`src/rtl/demux1_4_buf.sv`:
```
// rtl/demux1_4_buf.sv - buffered 1-to-4 stream demultiplexer with per-channel FIFOs
// One producer steers words by S into four independent circular-buffer FIFOs.
module demux1_4_buf #(
   parameter int WIDTH = 16,
   parameter int DEPTH = 2,
   localparam int AW = $clog2(DEPTH),
   localparam int LW = ($clog2(DEPTH + 1) < 3) ? 3 : $clog2(DEPTH + 1)
) (
   input  logic                 clk,
   input  logic                 rst_n,
   input  logic [WIDTH-1:0]     InData,
   input  logic                 InValid,
   input  logic [1:0]           S,
   output logic                 InReady,
   output logic [4*WIDTH-1:0]   OutData,
   output logic [3:0]           OutValid,
   input  logic [3:0]           OutReady,
   output logic [4*LW-1:0]      Level
);

   logic [WIDTH-1:0] mem_q [4][DEPTH];
   logic [AW-1:0]    rd_q  [4];
   logic [AW-1:0]    rd_d  [4];
   logic [AW-1:0]    wr_q  [4];
   logic [AW-1:0]    wr_d  [4];
   logic [LW-1:0]    cnt_q [4];
   logic [LW-1:0]    cnt_d [4];
   logic [3:0]       full;
   logic [3:0]       push;
   logic [3:0]       pop;

   always_comb begin
      full     = '0;
      OutValid = '0;
      OutData  = '0;
      Level    = '0;
      for (int i = 0; i < 4; i++) begin
         full[i]                   = (cnt_q[i] == LW'(DEPTH));
         OutValid[i]               = (cnt_q[i] != '0);
         OutData[i*WIDTH +: WIDTH] = mem_q[i][rd_q[i]];
         Level[i*LW +: LW]         = cnt_q[i];
      end
   end

   // A pop on a full channel does not free the slot until the next cycle.
   assign InReady = rst_n & ~full[S];

   always_comb begin
      push = '0;
      pop  = '0;
      for (int i = 0; i < 4; i++) begin
         push[i]  = InValid & InReady & (S == 2'(i));
         pop[i]   = OutValid[i] & OutReady[i];
         wr_d[i]  = wr_q[i] + AW'(push[i]);
         rd_d[i]  = rd_q[i] + AW'(pop[i]);
         cnt_d[i] = cnt_q[i] + LW'(push[i]) - LW'(pop[i]);
      end
   end

   always_ff @(posedge clk or negedge rst_n) begin
      if (!rst_n) begin
         for (int i = 0; i < 4; i++) begin
            rd_q[i]  <= '0;
            wr_q[i]  <= '0;
            cnt_q[i] <= '0;
            for (int j = 0; j < DEPTH; j++) begin
               mem_q[i][j] <= '0;
            end
         end
      end else begin
         for (int i = 0; i < 4; i++) begin
            rd_q[i]  <= rd_d[i];
            wr_q[i]  <= wr_d[i];
            cnt_q[i] <= cnt_d[i];
            if (push[i]) begin
               mem_q[i][wr_q[i]] <= InData;
            end
         end
      end
   end

endmodule

```
`config.mk`:
```
export PLATFORM = sky130hd
export DESIGN_NAME = demux1_4_buf
export DESIGN_NICKNAME = d
export VERILOG_FILES = /design/src/rtl/demux1_4_buf.sv
export SDC_FILE = /design/constraint.sdc
export NUM_CORES = 1
export LEC_CHECK = 0
export ABC_AREA = 0
export ABC_CLOCK_PERIOD_IN_PS = 2500
export BUFFER_PORTS_ARGS = -buffer_cell sky130_fd_sc_hd__clkbuf_2
export CORE_ASPECT_RATIO = 0.7
export CORE_MARGIN = 2
export CORE_UTILIZATION = 40
export DETAILED_ROUTE_END_ITERATION = 10
export GPL_TIMING_DRIVEN = 0
export MAX_ROUTING_LAYER = met4
export PLACE_DENSITY = 0.7
export SLEW_MARGIN = 20
export SYNTH_ARGS = -nofsm -noshare
export SYNTH_HDL_FRONTEND = slang
export SYNTH_SLANG_ARGS = --single-unit
```
`constraint.sdc`:
```
create_clock -name clk -period 2.5 [get_ports clk]
set_input_delay 0.75 -clock clk [delete_from_list [all_inputs] [get_ports clk]]
set_output_delay 0.75 -clock clk [all_outputs]
set_load 0.1 [all_outputs]
```
==> results of run 1 <==
==> routing by layer <==
layer,vias up,GRT usage (%)
li1,1825,-
met1,2080,25.41
met2,85,28.29
met3,6,3.737
met4,0,4.264
met5,-,-
==> how the worst max path moves through the flow <==
stage	cells past startpoint	from	slack [ps]	end
2_1_floorplan	3	S[0]	-300	InReady
3_5_place_dp	11	rst_n	-1040	Level[2]
4_1_cts	4	Level[5]	-130	InReady
3_3_place_gp	11	rst_n	-3360	Level[2]
5_1_grt	4	Level[3]	-150	InReady
6_report	4	Level[1]	-80	InReady
==> stage by stage <==
step | setup TNS [ps] | cell area (sq um) | hold slack (ps) | utilization [%]
3_3_place_gp | -673940 | 7617 | 483.2 | 46.74
2_1_floorplan | -752.7 | 6810 | 454.4 | -
5_1_grt | -151.6 | 8763 | 154.1 | 53.77
4_1_cts | -126.1 | 8675 | 202.2 | 53.22
6_report | -82.59 | 8763 | 170.8 | 53.77
3_5_place_dp | -82740 | 7654 | 489.6 | 46.96
==> cells in the mapped netlist, types with 2 or more instances <==
| master | count | share of area [%] |
|---|---|---|
| mux2_2 | 192 | 32 |
| dfrtp_1 | 148 | 56 |
| inv_1 | 23 | 1.3 |
| buf_2 | 22 | 1.7 |
| ha_1 | 16 | 3.0 |
| xnor2_1 | 6 | 0.79 |
| xor2_1 | 6 | 0.79 |
| and2_4 | 4 | 0.53 |
| fa_1 | 4 | 1.2 |
| nand3_1 | 3 | 0.23 |
| or3_1 | 3 | 0.28 |
| and3_1 | 2 | 0.19 |
| buf_4 | 2 | 0.23 |
| nor2_1 | 2 | 0.11 |
| nor3_1 | 2 | 0.15 |
| or3_4 | 2 | 0.34 |
==> state kept, by name, indices dropped and copies added, names as in the netlist <==
signal  cells
wr_q        4
Level      12
mem_q     128
rd_q        4
==> final cells by class <==
class,count,share of cell area (%)
plain buffers,25,2.242
well taps,225,3.212
clock buffers,19,5.054
flip-flops and latches,148,42.65
inverters,23,0.9852
multi-input cells,251,32.80
clock inverters,12,2.042
repair buffers,114,11.02
==> kinds of logic after synthesis <==
logic type | Yosys count | synth area share (%)
mux | 192 | 32.48
fa+ha+maj | 20 | 4.210
compound gates | 4 | 0.4888
simple gates | 23 | 2.387
buf+inv | 48 | 3.232
flops | 148 | 55.63
xor+xnor | 12 | 1.579
==> what timing repair did <==
action	in CTS	in global routing
resized for setup	87	26
setup endpoints to repair	156	33
setup buffers	2	3
hold endpoints to repair	0	0
pin swaps	2	5
gates cloned	1	3
==> run_results.csv, run 1 <==
group,metric,value,unit
route,met3_length,698,microns
route,drtIter0Drc,177,
logic_synthesis,async_flop_share,100.0,%
global_route,grt_overflow,0,
die,rows,39,
cells_and_area,area_growth,31.63,%
die,die-area,0.01771,sq mm
route,top_layer,"met4",
run_status,violations,"negative setup slack",
route,vias,3996,
clocking,cts_sinks,148,
global_route,grt_pass1_wl,23.64,mm
cells_and_area,layout.cells.most_common,"mux2_2",
logic_synthesis,ys_seq_elements,148,
cells_and_area,seq_area,0.003737,sq mm
logic_synthesis,synth_edf_count,0,
timing,rsz0062_at_grt,"yes",
setup_path,cp-end-kind,"output port",
cells_and_area,fillers,1357,
setup_path,path_class,"flop to output port",
clocking,clkSlewWorstSetupHoldPaths,60,ps
setup_path,crit_family,"flip-flops",
clocking,clkLatencyLatePin,400,ps
die,die_h,111.9,microns
route,wl_met1,7.445,mm
timing,setup_viol,1,
route,wl_met2,7.263,mm
logic_synthesis,syn_area_per_cell,14.89,sq um
timing,worst_pin_slew,563.4,ps
timing,skew,9.856,ps
global_route,antenna_found_initial,0,
clocking,cts_buffers,17,
run,maxCapViolCount,0,
cells_and_area,multi_input_area,0.002874,sq mm
timing,timing.final.crit_period,2583,ps
place,pre_cts_slack,-1040,ps
global_route,grt_pass1_vias,4301,
setup_path,critPathMaxStageDelay,510,ps
setup_path,r2r_setup_slack,120,ps
logic_synthesis,yosysUniqueCellTypes,26,
worst_hold_path,worstHoldPathType,"input port to async pin",
cells_and_area,nets,625,
die,start_util,40.85,%
timing,hold_viol,0,
logic_synthesis,synthCells,447,
logic_synthesis,yosysSeqAreaShare,55.63,%
cells_and_area,drive_above_1_share,67.91,%
route,drc_errors,0,
setup_path,r2r_end,"Level[5]",
route,ant_nets,0,
timing,layout_setup_ws,-82.59,ps
route,viasPerCell,4.891,
route,drt-total-wl,15.48,mm
cells_and_area,diodes,0,
logic_synthesis,ys.flop_type,"dfrtp_1",
place,routabilityCongestion,0.7559,
setup_path,critPathBufInv,1,
cells_and_area,final_cell_mix,"192 x mux2_2, 135 x dfrtp_1, 65 x clkbuf_2, 23 x clkbuf_8, 21 x clkbuf_16",
setup_path,critical_path.startpoint_type,"flop",
clocking,cts_tree,"built",
clocking,ctsRootBufferMaster,"clkbuf_16",
setup_path,crit_fanout,5,
logic_synthesis,synth_nets,492,
logic_synthesis,synth_warnings,0,
place,portBuffers,105,
setup_path,worstPathCellList,"nor3b_2, a211o_1, a22oi_2, clkbuf_16",
clocking,h-tree-depth,4,
setup_path,critPathSlowestCell,"dfrtp_4",
die,die_w,158.2,microns
timing,fmax,0.3872,GHz
global_route,grt_max_degree,81,
die,core,0.01630,sq mm
clocking,clockBufferDepth,2,
logic_synthesis,synth_area,0.006658,sq mm
route,wl_per_cell,18.94,microns
run_status,status,"finished with violations",
global_route,grt_usage,18.44,%
timing,max_slew_margin,62.60,%
route,drt_pass1_iterations,4,
clocking,hold_buffers,0,
setup_path,crit_required,1750,ps
place,placed_cells,778,
setup_path,cp.arrival,1830,ps
cells_and_area,fin_cells,817,
timing,finalMaxSlewViolations,0,
setup_path,rr_worst_depth,9,
timing,timing.final.crit_share,103.3,%
setup_path,r2r-start,"Level[5]",
place,dp_hpwl,10.31,mm
die,ios,106,
Power of run 1 is left out: the tool's default activity adds up to more than one toggle a clock period on the data nets, which glitch-free logic cannot reach.
==> run 2, diff against run 1 <==
--- a/config.mk
+++ b/config.mk
@@ -9,9 +9,9 @@
 export ABC_CLOCK_PERIOD_IN_PS = 2500
 export BUFFER_PORTS_ARGS = -buffer_cell sky130_fd_sc_hd__clkbuf_2
 export CORE_ASPECT_RATIO = 0.7
-export CORE_MARGIN = 2
 export CORE_UTILIZATION = 40
 export DETAILED_ROUTE_END_ITERATION = 10
+export GPL_ROUTABILITY_DRIVEN = 0
 export GPL_TIMING_DRIVEN = 0
 export MAX_ROUTING_LAYER = met4
 export PLACE_DENSITY = 0.7
==> run 2 against run 1 <==
Compared with the run above:
- the run still ends with negative setup slack left
- global-route usage up 0.82 points
- die area decreased by 3.0%
- via count is 1.5% lower
- critical path depth is the same
- register-to-register slack worse by 20 ps
- worst setup slack worse by 20 ps
- first-iteration DRC count is 6.8% higher
- clock-buffer cell count decreased by 2
- sequential cell count stayed put
- routed wire length is 3.1% lower
- cell area decreased by 0.90%
- critical path type unchanged
==> run_results.csv, run 2 (synthesis gave the netlist of run 1 again) <==
group,metric,value,unit
run_status,status,"finished with violations",
run_status,violations,"negative setup slack",
timing,setup_viol,1,
cells_and_area,utilization,53.29,%
timing,rsz0062_at_grt,"yes",
route,vias,3937,
route,drtIter0Drc,189,
clocking,h-tree-depth,4,
route,ant_nets,0,
setup_path,cp-startpoint,"Level[5]",
clocking,clkLatencyLatePin,430,ps
place,dp_hpwl,10.26,mm
setup_path,cp-end-kind,"output port",
place,placed_cells,778,
timing,layout_setup_ws,-103.1,ps
global_route,grt_usage,19.26,%
die,rows,39,
die,die_h,109.9,microns
cells_and_area,fillers,1374,
route,wl_per_cell,18.40,microns
global_route,grt_overflow,0,
clocking,hold_buffers,0,
route,drc_errors,0,
setup_path,path_class,"flop to output port",
cells_and_area,layout.cells.most_common,"mux2_2",
setup_path,cp.arrival,1850,ps
global_route,grt_pass1_wl,23.35,mm
clocking,cts_sinks,148,
cells_and_area,final_cell_mix,"192 x mux2_2, 136 x dfrtp_1, 66 x clkbuf_2, 28 x clkbuf_8, 19 x inv_1",
timing,worst_pin_slew,576.5,ps
timing,timing.final.crit_period,2603,ps
worst_hold_path,worstHoldPathType,"input port to async pin",
cells_and_area,largest_register_ffs,128,
global_route,antenna_found_initial,0,
global_route,grt_pass1_vias,4209,
route,drt_pass1_iterations,4,
timing,max_slew_margin,61.73,%
clocking,cts_tree,"built",
die,ios,106,
cells_and_area,seq_area,0.003736,sq mm
place,portBuffers,105,
cells_and_area,area_growth,30.45,%
place,pre_cts_slack,-957.0,ps
cells_and_area,multi_input_area,0.002874,sq mm
timing,hold_viol,0,
setup_path,critical_path.startpoint_type,"flop",
setup_path,r2r-start,"Level[3]",
cells_and_area,drive_above_1_share,67.80,%
die,start_util,40.85,%
timing,finalMaxSlewViolations,0,
global_route,grt_max_degree,88,
cells_and_area,fin_cells,815,
clocking,clkSlewWorstSetupHoldPaths,60,ps
setup_path,crit_fanout,3,
cells_and_area,regMostFlops,"mem_q",
clocking,clockBufferDepth,2,
timing,skew,9.264,ps
setup_path,crit_required,1750,ps
timing,timing.final.crit_share,104.1,%
timing,fmax,0.3842,GHz
clocking,ctsRootBufferMaster,"clkbuf_16",
clocking,cts_buffers,17,
cells_and_area,nets,622,
die,die_w,156.2,microns
cells_and_area,diodes,0,
run,maxCapViolCount,0,
route,viasPerCell,4.831,
die,die-area,0.01717,sq mm
timing,hold_ws,141.5,ps
die,core,0.01630,sq mm
route,drt-total-wl,15.00,mm
run 2: changes by cell type in the layout (fill, tap and decap cells not counted), moves of 2 or more:
cell | previous run | this run
buf_12 | 2 | 0
buf_4 | 17 | 13
inv_6 | 1 | 7
clkbuf_16 | 21 | 18
clkinv_2 | 2 | 0
buf_8 | 8 | 6
clkbuf_8 | 23 | 28
run 2: worst paths after layout:
check	endpoint	slack [ps]	cells after the start
max	InReady	-100	4
min	mem_q[105]	140	1
max reg2reg	Level[5]	100	9
min reg2reg	mem_q[62]	500	1
max in group asynchronous	mem_q[84]	1710	2
min in group clk	mem_q[62]	500	1
run 2: area by class of cell:
class | count | share of cell area [%]
sequential | 148 | 43.02
buffer | 25 | 2.204
clock buffer | 17 | 4.898
inverter | 23 | 0.9941
tap | 225 | 3.242
timing repair buffer | 111 | 10.33
multi-input combinational | 251 | 33.09
clock inverter | 15 | 2.219
run 2: worst max-delay path, stage by stage (launching register included):
cell	delay [ps]
dfrtp_4	470
or3b_4	410
o211ai_1	210
a22oi_2	130
buf_8	200
run 2: through the flow:
step,setup TNS (ps),cell area [sq um]
CTS,-164.5,8637
floorplan,-752.7,6810
detailed placement,-72140,7654
global route,-158.5,8685
global placement,-671470,7617
finish,-103.1,8685
run 2: metal layers:
metal  track usage [%]  share of wire, %  routed length, microns
met1             25.99                49                    7314
met2             29.15                46                    6961
met3             3.232               3.2                     483
met4             7.563               1.6                     235
met5                 -                 0                       0
run 2: what timing repair did:
item                                   CTS  global route
setup endpoints to repair              123            44
cloned                                   1             1
pin swaps                                1             2
endpoints found under the hold margin    0             0
buffers inserted                         2             1
gates resized for setup                 82            18
Power of run 2 is left out for the same reason.
